==> src/rtl/uart_tx_mmio.sv <==
// Memory-mapped console transmitter: byte FIFO feeding an 8N1 serialiser on tx.
// Frames run back to back while the FIFO holds data. A dropped write sets a sticky overflow flag.
module uart_tx_mmio #(
    parameter int CLK_DIV    = 4,
    parameter int FIFO_DEPTH = 4,
    parameter int CW         = 3
) (
    input  logic          clk,
    input  logic          rst,
    input  logic          wr_en,
    input  logic [7:0]    wr_data,
    output logic          full,
    output logic          empty,
    output logic [CW-1:0] count,
    output logic          busy,
    output logic          overflow,
    output logic          tx
);

    localparam int AW = $clog2(FIFO_DEPTH);
    localparam int DW = $clog2(CLK_DIV);

    typedef enum logic [1:0] {StIdle, StStart, StData, StStop} state_e;

    state_e        state_q, state_d;
    logic [DW-1:0] div_q, div_d;
    logic [2:0]    bit_q, bit_d;
    logic [7:0]    shreg_q, shreg_d;
    logic          tx_q, tx_d;
    logic [AW-1:0] wptr_q, rptr_q;
    logic [CW-1:0] count_q;
    logic          overflow_q;
    logic [7:0]    mem [FIFO_DEPTH];

    logic push, pop, div_last;

    // Acceptance looks only at the pre-edge occupancy; a same-edge pop does not free a slot.
    assign push     = wr_en && !full;
    assign div_last = (div_q == DW'(CLK_DIV - 1));

    assign full     = (count_q == CW'(FIFO_DEPTH));
    assign empty    = (count_q == '0);
    assign count    = count_q;
    assign busy     = (state_q != StIdle);
    assign overflow = overflow_q;
    assign tx       = tx_q;

    always_comb begin
        state_d = state_q;
        div_d   = div_q;
        bit_d   = bit_q;
        shreg_d = shreg_q;
        tx_d    = tx_q;
        pop     = 1'b0;
        case (state_q)
            StIdle: begin
                if (!empty) begin
                    pop     = 1'b1;
                    shreg_d = mem[rptr_q];
                    tx_d    = 1'b0;
                    div_d   = '0;
                    state_d = StStart;
                end
            end
            StStart: begin
                if (div_last) begin
                    div_d   = '0;
                    tx_d    = shreg_q[0];
                    shreg_d = {1'b0, shreg_q[7:1]};
                    bit_d   = 3'd0;
                    state_d = StData;
                end else begin
                    div_d = div_q + 1'b1;
                end
            end
            StData: begin
                if (div_last) begin
                    div_d = '0;
                    if (bit_q == 3'd7) begin
                        tx_d    = 1'b1;
                        state_d = StStop;
                    end else begin
                        tx_d    = shreg_q[0];
                        shreg_d = {1'b0, shreg_q[7:1]};
                        bit_d   = bit_q + 1'b1;
                    end
                end else begin
                    div_d = div_q + 1'b1;
                end
            end
            StStop: begin
                if (div_last) begin
                    div_d = '0;
                    // Chain straight into the next start bit so queued bytes leave no idle gap.
                    if (!empty) begin
                        pop     = 1'b1;
                        shreg_d = mem[rptr_q];
                        tx_d    = 1'b0;
                        state_d = StStart;
                    end else begin
                        state_d = StIdle;
                    end
                end else begin
                    div_d = div_q + 1'b1;
                end
            end
            default: state_d = StIdle;
        endcase
    end

    always_ff @(posedge clk) begin
        if (rst) begin
            state_q    <= StIdle;
            div_q      <= '0;
            bit_q      <= '0;
            shreg_q    <= '0;
            tx_q       <= 1'b1;
            wptr_q     <= '0;
            rptr_q     <= '0;
            count_q    <= '0;
            overflow_q <= 1'b0;
        end else begin
            state_q <= state_d;
            div_q   <= div_d;
            bit_q   <= bit_d;
            shreg_q <= shreg_d;
            tx_q    <= tx_d;
            if (push) wptr_q <= wptr_q + 1'b1;
            if (pop)  rptr_q <= rptr_q + 1'b1;
            if (push && !pop) begin
                count_q <= count_q + 1'b1;
            end else if (pop && !push) begin
                count_q <= count_q - 1'b1;
            end
            if (wr_en && full) overflow_q <= 1'b1;
        end
    end

    always_ff @(posedge clk) begin
        if (!rst && push) mem[wptr_q] <= wr_data;
    end

endmodule

==> config.mk <==
export PLATFORM = sky130hd
export DESIGN_NAME = uart_tx_mmio
export DESIGN_NICKNAME = d
export VERILOG_FILES = /design/src/rtl/uart_tx_mmio.sv
export SDC_FILE = /design/constraint.sdc
export NUM_CORES = 1
export LEC_CHECK = 0
export ABC_AREA = 1
export BUFFER_PORTS_ARGS = -buffer_cell sky130_fd_sc_hd__buf_2
export CAP_MARGIN = 30
export CORE_ASPECT_RATIO = 0.75
export CORE_MARGIN = 3
export CORE_UTILIZATION = 59
export DETAILED_ROUTE_END_ITERATION = 8
export GPL_ROUTABILITY_DRIVEN = 0
export HOLD_SLACK_MARGIN = 0.02
export MAX_ROUTING_LAYER = met4
export PLACE_DENSITY_LB_ADDON = 0.12
export SKIP_CTS_REPAIR_TIMING = 1
export SLEW_MARGIN = 0
export SYNTH_ARGS = -nofsm -noshare
export SYNTH_HDL_FRONTEND = slang
export SYNTH_SLANG_ARGS = --single-unit
==> constraint.sdc <==
create_clock -name clk -period 2.85 [get_ports clk]
set_input_delay 0.1425 -clock clk [delete_from_list [all_inputs] [get_ports clk]]
set_output_delay 0.1425 -clock clk [all_outputs]
set_load 0.01 [all_outputs]
==> metrics.md <==
| Metric | Value |
|---|---|
| Setup WS post-layout | approximately 0.43 ns |
| Clock buffer depth | 2 |
| RSZ-0062 raised after global routing | no |
| Reg-to-reg endpoint | count[2] |
| Met3 usage | under 10% |
| Leak pwr | approximately 1.3 nW |
| Element type at the critical path end | register |
| Latest clock arrival within the worst-skew pair | 0.33 ns |
| Commonest non-fill, non-tap cell in the layout | nand2_1 |
| Maxcap violations | 0 |
| Ys Warns | 0 |
| Starting Density | 64.59% |
| Die X | 84.80 µm |
| Slew Limit Fails | 0 |
| Status | complete, no violations |
| Drt drc | 0 |
| Final Hold Vio Count | 0 |
| Fill count | 312 |
| Vias | 1955 |
| Clock transition at path regs | approximately 0.060 ns |
| Worst Clk Skew | 0.009189 ns |
| Gr usage total | 20.58% |
| Hold Crit Class | input pin to register |
| Overflow after GRT | 0 |
| Antenna Cells | 0 |
| Pre-CTS WS | between 0.5 and 0.6 ns |
| Syn avg cell area | about 9 µm² |
| Layout cells sized above 1 | 15.15% |
| DP HPWL | 3278 µm |
| Met2 Use GR | 30.96% |
| Slew @ Worst Pin | approximately 0.84 ns |
| CTS tree | built |
| Cells after synthesis | 303 |
| Routed WL per cell | 12.60 µm |
| Max IR drop VDD | 0.6140 mV |
| CTS buffer count | 9 |
| Fmax | 0.4130 GHz |
| Sequential share of the synthesized area | between 50% and 60% |
| Min Tclk post-route | 2.422 ns |
| #FFs+latches synth | 58 |
| Reg2reg start | state_q[0] |
| Layout net count | 349 |
| WS Path Type | register to register |
| Post-Synthesis Cell Area | 2748 µm² |
| Syn-to-layout area delta | 12.39% |
| Cell variety after synth | 31 |
| Post-Route Setup TNS | 0 ns |
| Depth of the CTS H-tree | 3 |
| Worst Setup EP | count[2] |
| Pin count of the biggest net entering global routing | 18 |
| Vias per Instance | 5.078 |
| Routed Antenna Nets | 0 |
| CTS root buf | clkbuf_8 |
| Max FO, Critical Path | 5 |
| Drt first pass iters | 4 |
| Startpoint types | register |
| GR Layer Usage met1 | 27.08% |
| R2r setup slk | 0.43 ns |
| Vias in the first global route | 1799 |
| Die height | 65.10 µm |
| Arrival time worst endpoint | roughly 2.6 ns |
| Max-slew headroom | 43.91% |
| Port Buffers | 18 |
| DR iter-0 viols | 119 |
| Setup violators final | 0 |
| Cells on worst reg2reg path | 11 |
| CP Data Required Time | approximately 3.1 ns |
| Worst hold slack | around 0.026 ns |
| Finished Core Util | slightly above 70% |
| Total power | 3.333 mW |
| Antenna violations before repair | 0 |
| Worst setup path startpoint | state_q[0] |
| Die area | 5520 µm² |
| Routed WL | 4850 µm |
| Global route hottest layer | met2 |
| First-pass GRT wire length | 8418 µm |
| Floorplan row count | 20 |
| Syn_nets | 327 |
| Pwr Density | 1079 nW/µm² |
| IO Count | 19 |
| Crit share post-route | 84.97% |
| Most frequent cells in the layout | nand2_1 (83), inv_1 (36), edfxtp_1 (32) |
| Core area | 4254 µm² |
| Sink Count | 58 |
==> critical path, cell delays in order, from the launching register on <==
cell and delay [ns]:
dfxtp_1 0.43, inv_1 0.11, ha_1 0.25, a21oi_1 0.21, nand3b_1 0.19, ha_1 0.16
inv_1 0.06, fa_1 0.38, a21oi_1 0.15, o21ai_0 0.12, o21ai_0 0.20, a21oi_1 0.06
==> cells by family (layout without fill, tap and decap cells) <==
kind of cell	Yosys count	after routing	synth area share, %
xor gates and xnor gates	1	1	0.3188
DFF	58	58	53.92
AOI/OAI and AO/OA	40	40	8.060
buffers and inverters	49	76	8.287
and+or+nand+nor	142	142	23.22
adders and majority gates	13	13	6.193
==> routing by layer <==
layer / wire length (µm) / vias up
li1: - / 1030
met1: 2396 / 888
met2: 2210 / 30
met3: 192 / 7
met4: 51 / 0
met5: 0 / -
==> power by group <==
part	internal (mW)	total (mW)	leakage, nW	switching, mW
clock network	0.575	0.875	0.112	0.300
logic	0.472	1.29	0.723	0.814
registers	1.03	1.17	0.505	0.144
total	2.08	3.33	1.34	1.26
==> how the worst min path moves through the flow <==
| stage | start | slack (ns) | end | depth (start not counted) |
|---|---|---|---|---|
| after floorplan | rst | 0.22 | div_q[0] | 1 |
| after global placement | wr_data[3] | 0.35 | mem[3][3] | 1 |
| after detailed placement | wr_data[2] | 0.36 | mem[2][2] | 1 |
| after CTS | wr_data[3] | 0.02 | mem[2][3] | 1 |
| after global routing | wr_data[3] | 0.02 | mem[2][3] | 1 |
| final | wr_data[5] | 0.03 | mem[1][5] | 1 |
==> stage by stage <==
stage / instance area [µm²] / cells
after floorplan: 2748 / 303
after global placement: 2845 / 368
after detailed placement: 2845 / 368
after CTS: 3078 / 384
after global routing: 3088 / 385
final: 3088 / 385
==> synth_stat cells (all sizes together) <==
cell type / number / share of area, %
a211oi: 1 / 0.27
a21oi: 30 / 6.0
a221oi: 1 / 0.32
buf: 9 / 2.6
clkbuf: 1 / 0.18
dfxtp: 26 / 19
edfxtp: 32 / 35
fa: 1 / 0.73
ha: 12 / 5.5
inv: 39 / 5.5
nand2: 87 / 12
nand3: 18 / 4.4
nand3b: 1 / 0.27
nand4: 7 / 1.6
nor2: 28 / 4.2
nor3: 1 / 0.36
o21ai: 8 / 1.5
xor2: 1 / 0.32
==> state kept, by name (all words and copies together), names as in the netlist, named ones only <==
name and flops:
mem 32, shreg_q 8, bit_q 3, count 3, div_q 2, rptr_q 2
state_q 2, wptr_q 2, overflow 1, tx 1
==> layout make-up <==
type / instances / area (µm²) / share of cell area, %
Clock inverter: 6 / 105.1 / 3.404
Sequential cell: 58 / 1481 / 47.97
Clock buffer: 10 / 127.6 / 4.133
Timing Repair Buffer: 21 / 115.1 / 3.728
Multi-Input combinational cell: 196 / 1039 / 33.63
Tap cell: 55 / 68.82 / 2.229
Inverter: 39 / 151.4 / 4.903
No activity file was read; power rests on OpenSTA's default activity.
